--- src/rtl/context_addr_gen.sv ---
// Neighbourhood address sequencer: per accepted event, raster-scans the (dx,dy) disc
// of radius RADIUS around the pooled event cell, reading in-graph neighbours, then writes the centre.
module context_addr_gen #(
    parameter int GRAPH_SIZE = 128,
    parameter int RADIUS     = 3,
    parameter int POOL_SHIFT = 0,
    localparam int GBW       = $clog2(GRAPH_SIZE),
    localparam int OFS_W     = $clog2(RADIUS + 1) + 1
) (
    input  logic                 clk,
    input  logic                 reset,
    input  logic                 ev_valid,
    output logic                 ev_ready,
    input  logic [GBW-1:0]       ev_x,
    input  logic [GBW-1:0]       ev_y,
    input  logic [GBW-1:0]       ev_t,
    input  logic                 ev_p,
    output logic                 mem_valid,
    input  logic                 mem_ready,
    output logic                 mem_we,
    output logic [2*GBW-1:0]     mem_addr,
    output logic [OFS_W-1:0]     mem_dx,
    output logic [OFS_W-1:0]     mem_dy,
    output logic [GBW+1:0]       mem_wdata,
    output logic                 mem_last,
    output logic                 busy
);

    localparam int CW  = GBW + 2;
    localparam int SQW = 2 * OFS_W + 2;
    localparam logic signed [OFS_W-1:0] R_POS = OFS_W'(RADIUS);
    localparam logic signed [OFS_W-1:0] R_NEG = OFS_W'(-RADIUS);
    localparam logic signed [CW-1:0]    GS_C  = CW'(GRAPH_SIZE >> POOL_SHIFT);
    localparam logic signed [SQW-1:0]   R_SQ  = SQW'(RADIUS * RADIUS);

    typedef enum logic [1:0] {
        IDLE  = 2'd0,
        SCAN  = 2'd1,
        WRITE = 2'd2
    } state_t;

    state_t                  state_q, state_d;
    logic signed [OFS_W-1:0] dx_q, dx_d, dy_q, dy_d;
    logic [GBW-1:0]          bx_q, bx_d, by_q, by_d, t_q, t_d;
    logic                    p_q, p_d;

    logic signed [CW-1:0]    cand_x_s, cand_y_s;
    logic signed [SQW-1:0]   dxe_s, dye_s, dist_s;
    logic                    cand_ok_s, advance_s;

    // Candidate cell and its validity, evaluated in signed arithmetic so edges never wrap.
    always_comb begin
        cand_x_s  = $signed({2'b00, bx_q}) + $signed({{(CW-OFS_W){dx_q[OFS_W-1]}}, dx_q});
        cand_y_s  = $signed({2'b00, by_q}) + $signed({{(CW-OFS_W){dy_q[OFS_W-1]}}, dy_q});
        dxe_s     = $signed({{(SQW-OFS_W){dx_q[OFS_W-1]}}, dx_q});
        dye_s     = $signed({{(SQW-OFS_W){dy_q[OFS_W-1]}}, dy_q});
        dist_s    = dxe_s * dxe_s + dye_s * dye_s;
        cand_ok_s = (dist_s <= R_SQ)
                  && !((dx_q == '0) && (dy_q == '0))
                  && !cand_x_s[CW-1] && (cand_x_s < GS_C)
                  && !cand_y_s[CW-1] && (cand_y_s < GS_C);
    end

    // Next-state logic and memory-port outputs derived from the registered state.
    always_comb begin
        state_d   = state_q;
        dx_d      = dx_q;
        dy_d      = dy_q;
        bx_d      = bx_q;
        by_d      = by_q;
        t_d       = t_q;
        p_d       = p_q;
        ev_ready  = 1'b0;
        mem_valid = 1'b0;
        mem_we    = 1'b0;
        mem_last  = 1'b0;
        mem_addr  = '0;
        mem_dx    = '0;
        mem_dy    = '0;
        advance_s = 1'b0;
        busy      = (state_q != IDLE);
        case (state_q)
            IDLE: begin
                ev_ready = !reset;
                if (ev_valid) begin
                    bx_d    = ev_x >> POOL_SHIFT;
                    by_d    = ev_y >> POOL_SHIFT;
                    t_d     = ev_t;
                    p_d     = ev_p;
                    dx_d    = R_NEG;
                    dy_d    = R_NEG;
                    state_d = SCAN;
                end else begin
                    state_d = IDLE;
                end
            end
            SCAN: begin
                mem_valid = cand_ok_s;
                mem_addr  = {cand_y_s[GBW-1:0], cand_x_s[GBW-1:0]};
                mem_dx    = dx_q;
                mem_dy    = dy_q;
                // Skipped candidates cost one idle cycle; issued reads wait for the memory.
                advance_s = !cand_ok_s || mem_ready;
                if (advance_s) begin
                    if (dx_q == R_POS) begin
                        dx_d = R_NEG;
                        if (dy_q == R_POS) begin
                            dy_d    = R_NEG;
                            state_d = WRITE;
                        end else begin
                            dy_d = dy_q + OFS_W'(1);
                        end
                    end else begin
                        dx_d = dx_q + OFS_W'(1);
                    end
                end else begin
                    state_d = SCAN;
                end
            end
            WRITE: begin
                mem_valid = 1'b1;
                mem_we    = 1'b1;
                mem_last  = 1'b1;
                mem_addr  = {by_q, bx_q};
                if (mem_ready) begin
                    state_d = IDLE;
                end else begin
                    state_d = WRITE;
                end
            end
            default: begin
                state_d = IDLE;
            end
        endcase
    end

    assign mem_wdata = {t_q, p_q, 1'b1};

    // State, scan offsets and latched event; reset abandons any event in flight.
    always_ff @(posedge clk or posedge reset) begin
        if (reset) begin
            state_q <= IDLE;
            dx_q    <= '0;
            dy_q    <= '0;
            bx_q    <= '0;
            by_q    <= '0;
            t_q     <= '0;
            p_q     <= 1'b0;
        end else begin
            state_q <= state_d;
            dx_q    <= dx_d;
            dy_q    <= dy_d;
            bx_q    <= bx_d;
            by_q    <= by_d;
            t_q     <= t_d;
            p_q     <= p_d;
        end
    end

endmodule

--- config.mk ---
export PLATFORM = sky130hd
export DESIGN_NAME = context_addr_gen
export DESIGN_NICKNAME = d
export VERILOG_FILES = /design/src/rtl/context_addr_gen.sv
export SDC_FILE = /design/constraint.sdc
export NUM_CORES = 1
export LEC_CHECK = 0
export ABC_AREA = 0
export CAP_MARGIN = 20
export CORE_ASPECT_RATIO = 0.6
export CORE_MARGIN = 4
export CORE_UTILIZATION = 55
export DETAILED_ROUTE_END_ITERATION = 12
export MAX_ROUTING_LAYER = met4
export PLACE_DENSITY_LB_ADDON = 0.08
export SYNTH_ARGS = -nofsm -noshare
export SYNTH_HDL_FRONTEND = slang
export SYNTH_SLANG_ARGS = --single-unit
--- constraint.sdc ---
create_clock -name clk -period 9.65 [get_ports clk]
set_input_delay 1.93 -clock clk [delete_from_list [all_inputs] [get_ports clk]]
set_output_delay 1.93 -clock clk [all_outputs]
set_load 0.02 [all_outputs]
==> flow_metrics.tcl, run 1 <==
set metrics [dict create \
    hold_viol 0 \
    wl_per_cell_um 16.9 \
    clock.fmax_ghz 0.131 \
    layout-drive-gt1-share_pct 12.0 \
    gp_congestion 0.905 \
    num_rows 20 \
    synth_enable_flop_cells 0 \
    worstSkewPairLatency_ns 0.28 \
    gr-total-overflow 0 \
    cts_resized 0 \
    ios 60 \
    dr.pass1.iters 4 \
    dieArea_mm2 0.00683 \
    routed_via_density 5.63 \
    cts_made_buffers 5 \
    drt_iter0_drc 68 \
    drc_errors 0 \
    finClkSkew_ns 0.00947 \
    crit_type "reg -> out" \
    setup_viol 0 \
    core_area_mm2 0.00520 \
    arrival_ns 5.68 \
    async_flop_share_pct 100 \
    fin_crit_sh_pct 78.8 \
    crit_fanout 12 \
    dp_hpwl_mm 5.77 \
    tightest_slew_ns 1.04 \
    ant_nets 0 \
    cts.path.max_buffers 2 \
    min_path_type "reg -> reg" \
    synth.net_count 391 \
    nNetsFinal 447 \
    setup_tns_ns 0 \
    synth.cell_area_mm2 0.00304 \
    root_buffer "clkbuf_8" \
    yosys_warnings 0 \
    first_global_vias 2544 \
    synth_cell_types 52 \
    crit_required_ns 7.72 \
    vias 2443 \
    rsz0062_at_grt "false" \
    grt_pass1_wl_mm 12.6 \
    grt_max_degree 31 \
    grt_use_total_pct 23.8 \
    timing.final.crit_period_ns 7.61 \
    clk_pin_slew_ns 0.08 \
    cts_hold_buf 0 \
    yosysSeqAreaShare_pct 24.7 \
    start_util_pct 58.5 \
    die_y_um 65.6 \
    synth_top_flop_cell "dfrtp_1" \
    postRouteWirelength_mm 7.32 \
    syn_inst 311 \
    finalMaxSlewViolations 0 \
    ys_seq_elements 30 \
    n_fill_cell 407 \
    post-route-util_pct 72.3 \
    status "completed" \
    max-slew-margin-rel_pct 30.4 \
    drv_cap 0 \
    htreeDepth 2 \
    die-width_um 104 \
    clkSinkCount 30 \
    area_growth_pct 23.7 \
    n_antenna_cell 0 \
    io_buffers 58 \
    setup.worst_path.end_class "output port" \
    cts_tree "yes" \
    syn_area_per_cell_um2 9.79 \
    worstSetupStartpointType "flip-flop" \
    grt_antenna_before_repair 0 \
    post-cts-setup-buffers 0 \
]
## final timing paths
path,start,end,cells after the start,slack [ns]
max in group asynchronous,reset,bx_q[6],3,7.28
min in group asynchronous,reset,bx_q[0],3,2.07
worst max register to register,dy_q[2],state_q[0],17,4.40
worst max-delay path,dy_q[2],mem_valid,18,2.04
worst min-delay path,t_q[6],t_q[6],1,0.50
worst min register to register,t_q[6],t_q[6],1,0.50
## cell type report
cell class,count,area (µm²),area share (%)
Clock buffer,6,82.6,2.19
Clock inverter,2,12.5,0.332
Inverter,36,135,3.59
Multi-Input combinational cell,234,2110,55.9
Sequential cell,30,751,19.9
Tap cell,66,82.6,2.19
Timing Repair Buffer,60,596,15.8
## routing by layer
metal,track usage [%],part of all wire (%)
met5,-,0
met4,4.15,0.57
met3,7.16,6.0
met2,35.6,43
met1,32.4,50
## synth_stat cells, types with 2 or more instances
cell       count  area share, %
a22oi_1       12            3.0
nor3_1         9            1.5
xnor2_1        3           0.86
xor2_1         6            1.7
clkbuf_1       6           0.74
a21oi_2        2           0.58
a211oi_1       6            1.5
o21a_1         2           0.49
fa_1          12            7.9
a2bb2oi_1      2           0.58
inv_1         36            4.4
o21bai_1       2           0.49
a21o_1         5            1.2
o21ai_0        6           0.99
ha_1          42             17
mux2i_1        2           0.66
a21oi_1       13            2.1
a211o_1        3           0.86
a311oi_1       2           0.58
nor2b_1       17            3.5
dfrtp_1       30             25
buf_1          2           0.25
mux2_2        22            8.1
buf_4          3           0.74
nor2_1        23            2.8
nand2_1       15            1.8
o31a_1         2           0.58
o31ai_1        2           0.49
## worst max-delay path, stage by stage (launching register included)
cell,delay [ns]
dfrtp_1,0.63
inv_1,0.23
nor2_1,0.27
fa_1,0.45
inv_1,0.09
fa_1,0.41
fa_1,0.55
inv_1,0.04
ha_1,0.28
ha_1,0.35
a21o_1,0.19
a21oi_1,0.17
xor2_1,0.21
a31oi_1,0.13
o221a_4,0.31
nor3_1,0.22
a21oi_1,0.11
nor2b_1,0.13
clkdlybuf4s50_1,0.61
## cell families after synthesis
kind of cell	count (synthesis)	share of synthesized area, %
AND/OR/NAND/NOR	69	11.4
XOR/XNOR	11	3.86
AO/OA/AOI/OAI	74	19.5
adder cells (fa/ha/maj)	54	25.2
other	1	0.123
multiplexers	25	9.17
flip-flops	30	24.7
buffers and inverters	47	6.17
## flip-flops by register name (all words and copies together) (netlist names)
signal / count
state_q: 2
by_q: 7
dy_q: 3
dx_q: 3
t_q: 7
bx_q: 7
p_q: 1
## metrics by stage
step	cell area (µm²)	hold slack (ns)	instances	worst slack (ns)
final	3760	0.505	434	2.04
after detailed placement	3670	0.495	426	2.38
after global placement	3670	0.486	426	2.57
after CTS	3760	0.508	434	2.03
after global routing	3760	0.532	434	1.66
after floorplan	3040	0.481	311	3.20
## cell usage in the layout, fill, tap and decap left out, types with 3 or more instances in the layout
cell type,n
clkdlybuf4s50_1,58
ha_1,42
inv_1,36
dfrtp_1,30
nor2_1,23
mux2_2,22
nor2b_1,17
nand2_1,15
a21oi_1,13
a22oi_1,12
fa_1,12
nor3_1,9
a211oi_1,6
o21ai_0,6
xor2_1,6
clkbuf_8,6
a21o_1,5
a211o_1,3
xnor2_1,3
Power of run 1 is left out: the tool's default activity adds up to more than one toggle a clock period on the data nets, which glitch-free logic cannot reach.
==> inputs of run 2 (changes only) <==
--- a/config.mk
+++ b/config.mk
@@ -9,7 +9,7 @@
 export CAP_MARGIN = 20
 export CORE_ASPECT_RATIO = 0.6
 export CORE_MARGIN = 4
-export CORE_UTILIZATION = 55
+export CORE_UTILIZATION = 53
 export DETAILED_ROUTE_END_ITERATION = 12
 export MAX_ROUTING_LAYER = met4
 export PLACE_DENSITY_LB_ADDON = 0.08
==> constraint.sdc (replaced) <==
create_clock -name clk -period 7.2 [get_ports clk]
set_input_delay 1.44 -clock clk [delete_from_list [all_inputs] [get_ports clk]]
set_output_delay 1.44 -clock clk [all_outputs]
set_load 0.02 [all_outputs]
==> flow_metrics.tcl, run 2 (synthesis gave the netlist of run 1 again) <==
set metrics [dict create \
    status "completed" \
    setup.worst_path.end_class "output port" \
    num_rows 21 \
    grt_pass1_wl_mm 11.8 \
    clock.fmax_ghz 0.145 \
    layout-drive-gt1-share_pct 12.7 \
    htreeDepth 2 \
    die_y_um 66.7 \
    arrival_ns 5.44 \
    grt_use_total_pct 21.4 \
    finClkSkew_ns 0.00516 \
    cts_hold_buf 0 \
    cts_tree "yes" \
    rsz0062_at_grt "false" \
    clkSinkCount 30 \
    start_util_pct 54.6 \
    crit_type "reg -> out" \
    drc_errors 0 \
    r2r_slack_ns 2.25 \
    routed_via_density 5.47 \
    crit_required_ns 5.76 \
    ff2ff_path_depth 17 \
    root_buffer "clkbuf_8" \
    dr.pass1.iters 4 \
    finalMaxSlewViolations 0 \
    worstSetupStartpointType "flip-flop" \
    crit_fanout 6 \
    vias 2460 \
    timing.final.crit_period_ns 6.88 \
    worstSkewPairLatency_ns 0.28 \
    first_global_vias 2475 \
    whs_path_depth 1 \
    reg2reg_from "dx_q[0]" \
    die-width_um 106 \
    dp_hpwl_mm 5.42 \
    hold_viol 0 \
    n_antenna_cell 0 \
    min-delay-start "t_q[0]" \
    gr-total-overflow 0 \
    wl_per_cell_um 15.5 \
    ant_nets 0 \
    hold_path_end "t_q[0]" \
    final_common_cell "clkdlybuf4s50_1" \
    postRouteWirelength_mm 6.98 \
    drv_cap 0 \
    min_path_type "reg -> reg" \
    cts_resized 0 \
    nNetsFinal 449 \
    cts.path.max_buffers 2 \
    drt_iter0_drc 78 \
    ios 60 \
    cts_made_buffers 5 \
    gp_congestion 0.838 \
    tightest_slew_ns 1.05 \
    grt_antenna_before_repair 0 \
    io_buffers 58 \
    post-cts-setup-buffers 0 \
    setup_viol 0 \
    max-slew-margin-rel_pct 29.8 \
    clk_pin_slew_ns 0.07 \
    area_growth_pct 25.3 \
    final_area_mm2 0.00381 \
    dpl_cell_area_mm2 0.00370 \
    fin_crit_sh_pct 95.6 \
    core_area_mm2 0.00557 \
    top_regs "bx_q x7, by_q x7, t_q x7" \
    final_cell_mix "58 x clkdlybuf4s50_1, 42 x ha_1, 36 x inv_1" \
    n_fill_cell 483 \
    dieArea_mm2 0.00706 \
    grt_max_degree 31 \
    r2r-end "state_q[0]" \
    setup_tns_ns 0 \
]
[run 2: changes by cell type in the layout (fill, tap and decap cells not counted)]
cell,change
nor2_2,+1
clkbuf_8,+2
clkinv_2,-1
buf_4,+2
nor2_1,-1
clkinvlp_4,-1
[run 2: metal layers]
layer / up-vias / global-route usage (%) / part of all wire [%]
met5: - / - / 0
met4: 0 / 4.20 / 0.46
met3: 4 / 4.07 / 5.4
met2: 54 / 32.7 / 44
met1: 1193 / 29.9 / 50
li1: 1209 / - / -
[run 2: worst max-delay path, stage by stage (launching register included)]
cell	delay, ns
dfrtp_1	0.45
nand2_1	0.14
inv_1	0.15
fa_1	0.57
inv_1	0.05
fa_1	0.46
fa_1	0.54
inv_1	0.04
ha_1	0.29
ha_1	0.36
a21o_1	0.18
a21oi_1	0.17
xor2_1	0.22
a31oi_1	0.12
o221a_4	0.30
nor3_1	0.22
a21oi_1	0.11
nor2b_1	0.15
clkdlybuf4s50_1	0.61
[run 2: worst max-delay path by stage]
stage	from	to	slack, ns	cells past startpoint
after floorplan	dy_q[2]	mem_valid	1.24	17
after global placement	dy_q[1]	mem_valid	0.74	18
after detailed placement	dy_q[1]	mem_valid	0.60	18
after CTS	dy_q[1]	mem_valid	0.28	18
after global routing	dy_q[1]	mem_valid	0.03	18
final	dx_q[0]	mem_valid	0.32	18
[run 2: cell type report]
cell class / count / area [µm²] / area share [%]
Tap cell: 80 / 100 / 2.62
Multi-Input combinational cell: 234 / 2110 / 55.3
Timing Repair Buffer: 62 / 611 / 16.0
Clock buffer: 8 / 110 / 2.89
Inverter: 36 / 135 / 3.54
Sequential cell: 30 / 751 / 19.7
[run 2: metrics by stage]
stage          worst slack [ns]  instances  utilization, %  hold slack (ns)
3_3_place_gp              0.740        442            66.5            0.486
2_1_floorplan              1.24        311               -            0.481
4_1_cts                   0.278        450            68.4            0.508
5_1_grt                  0.0253        450            68.5            0.525
6_report                  0.320        450            68.5            0.504
3_5_place_dp              0.598        442            66.5            0.494
Power of run 2 is left out for the same reason.
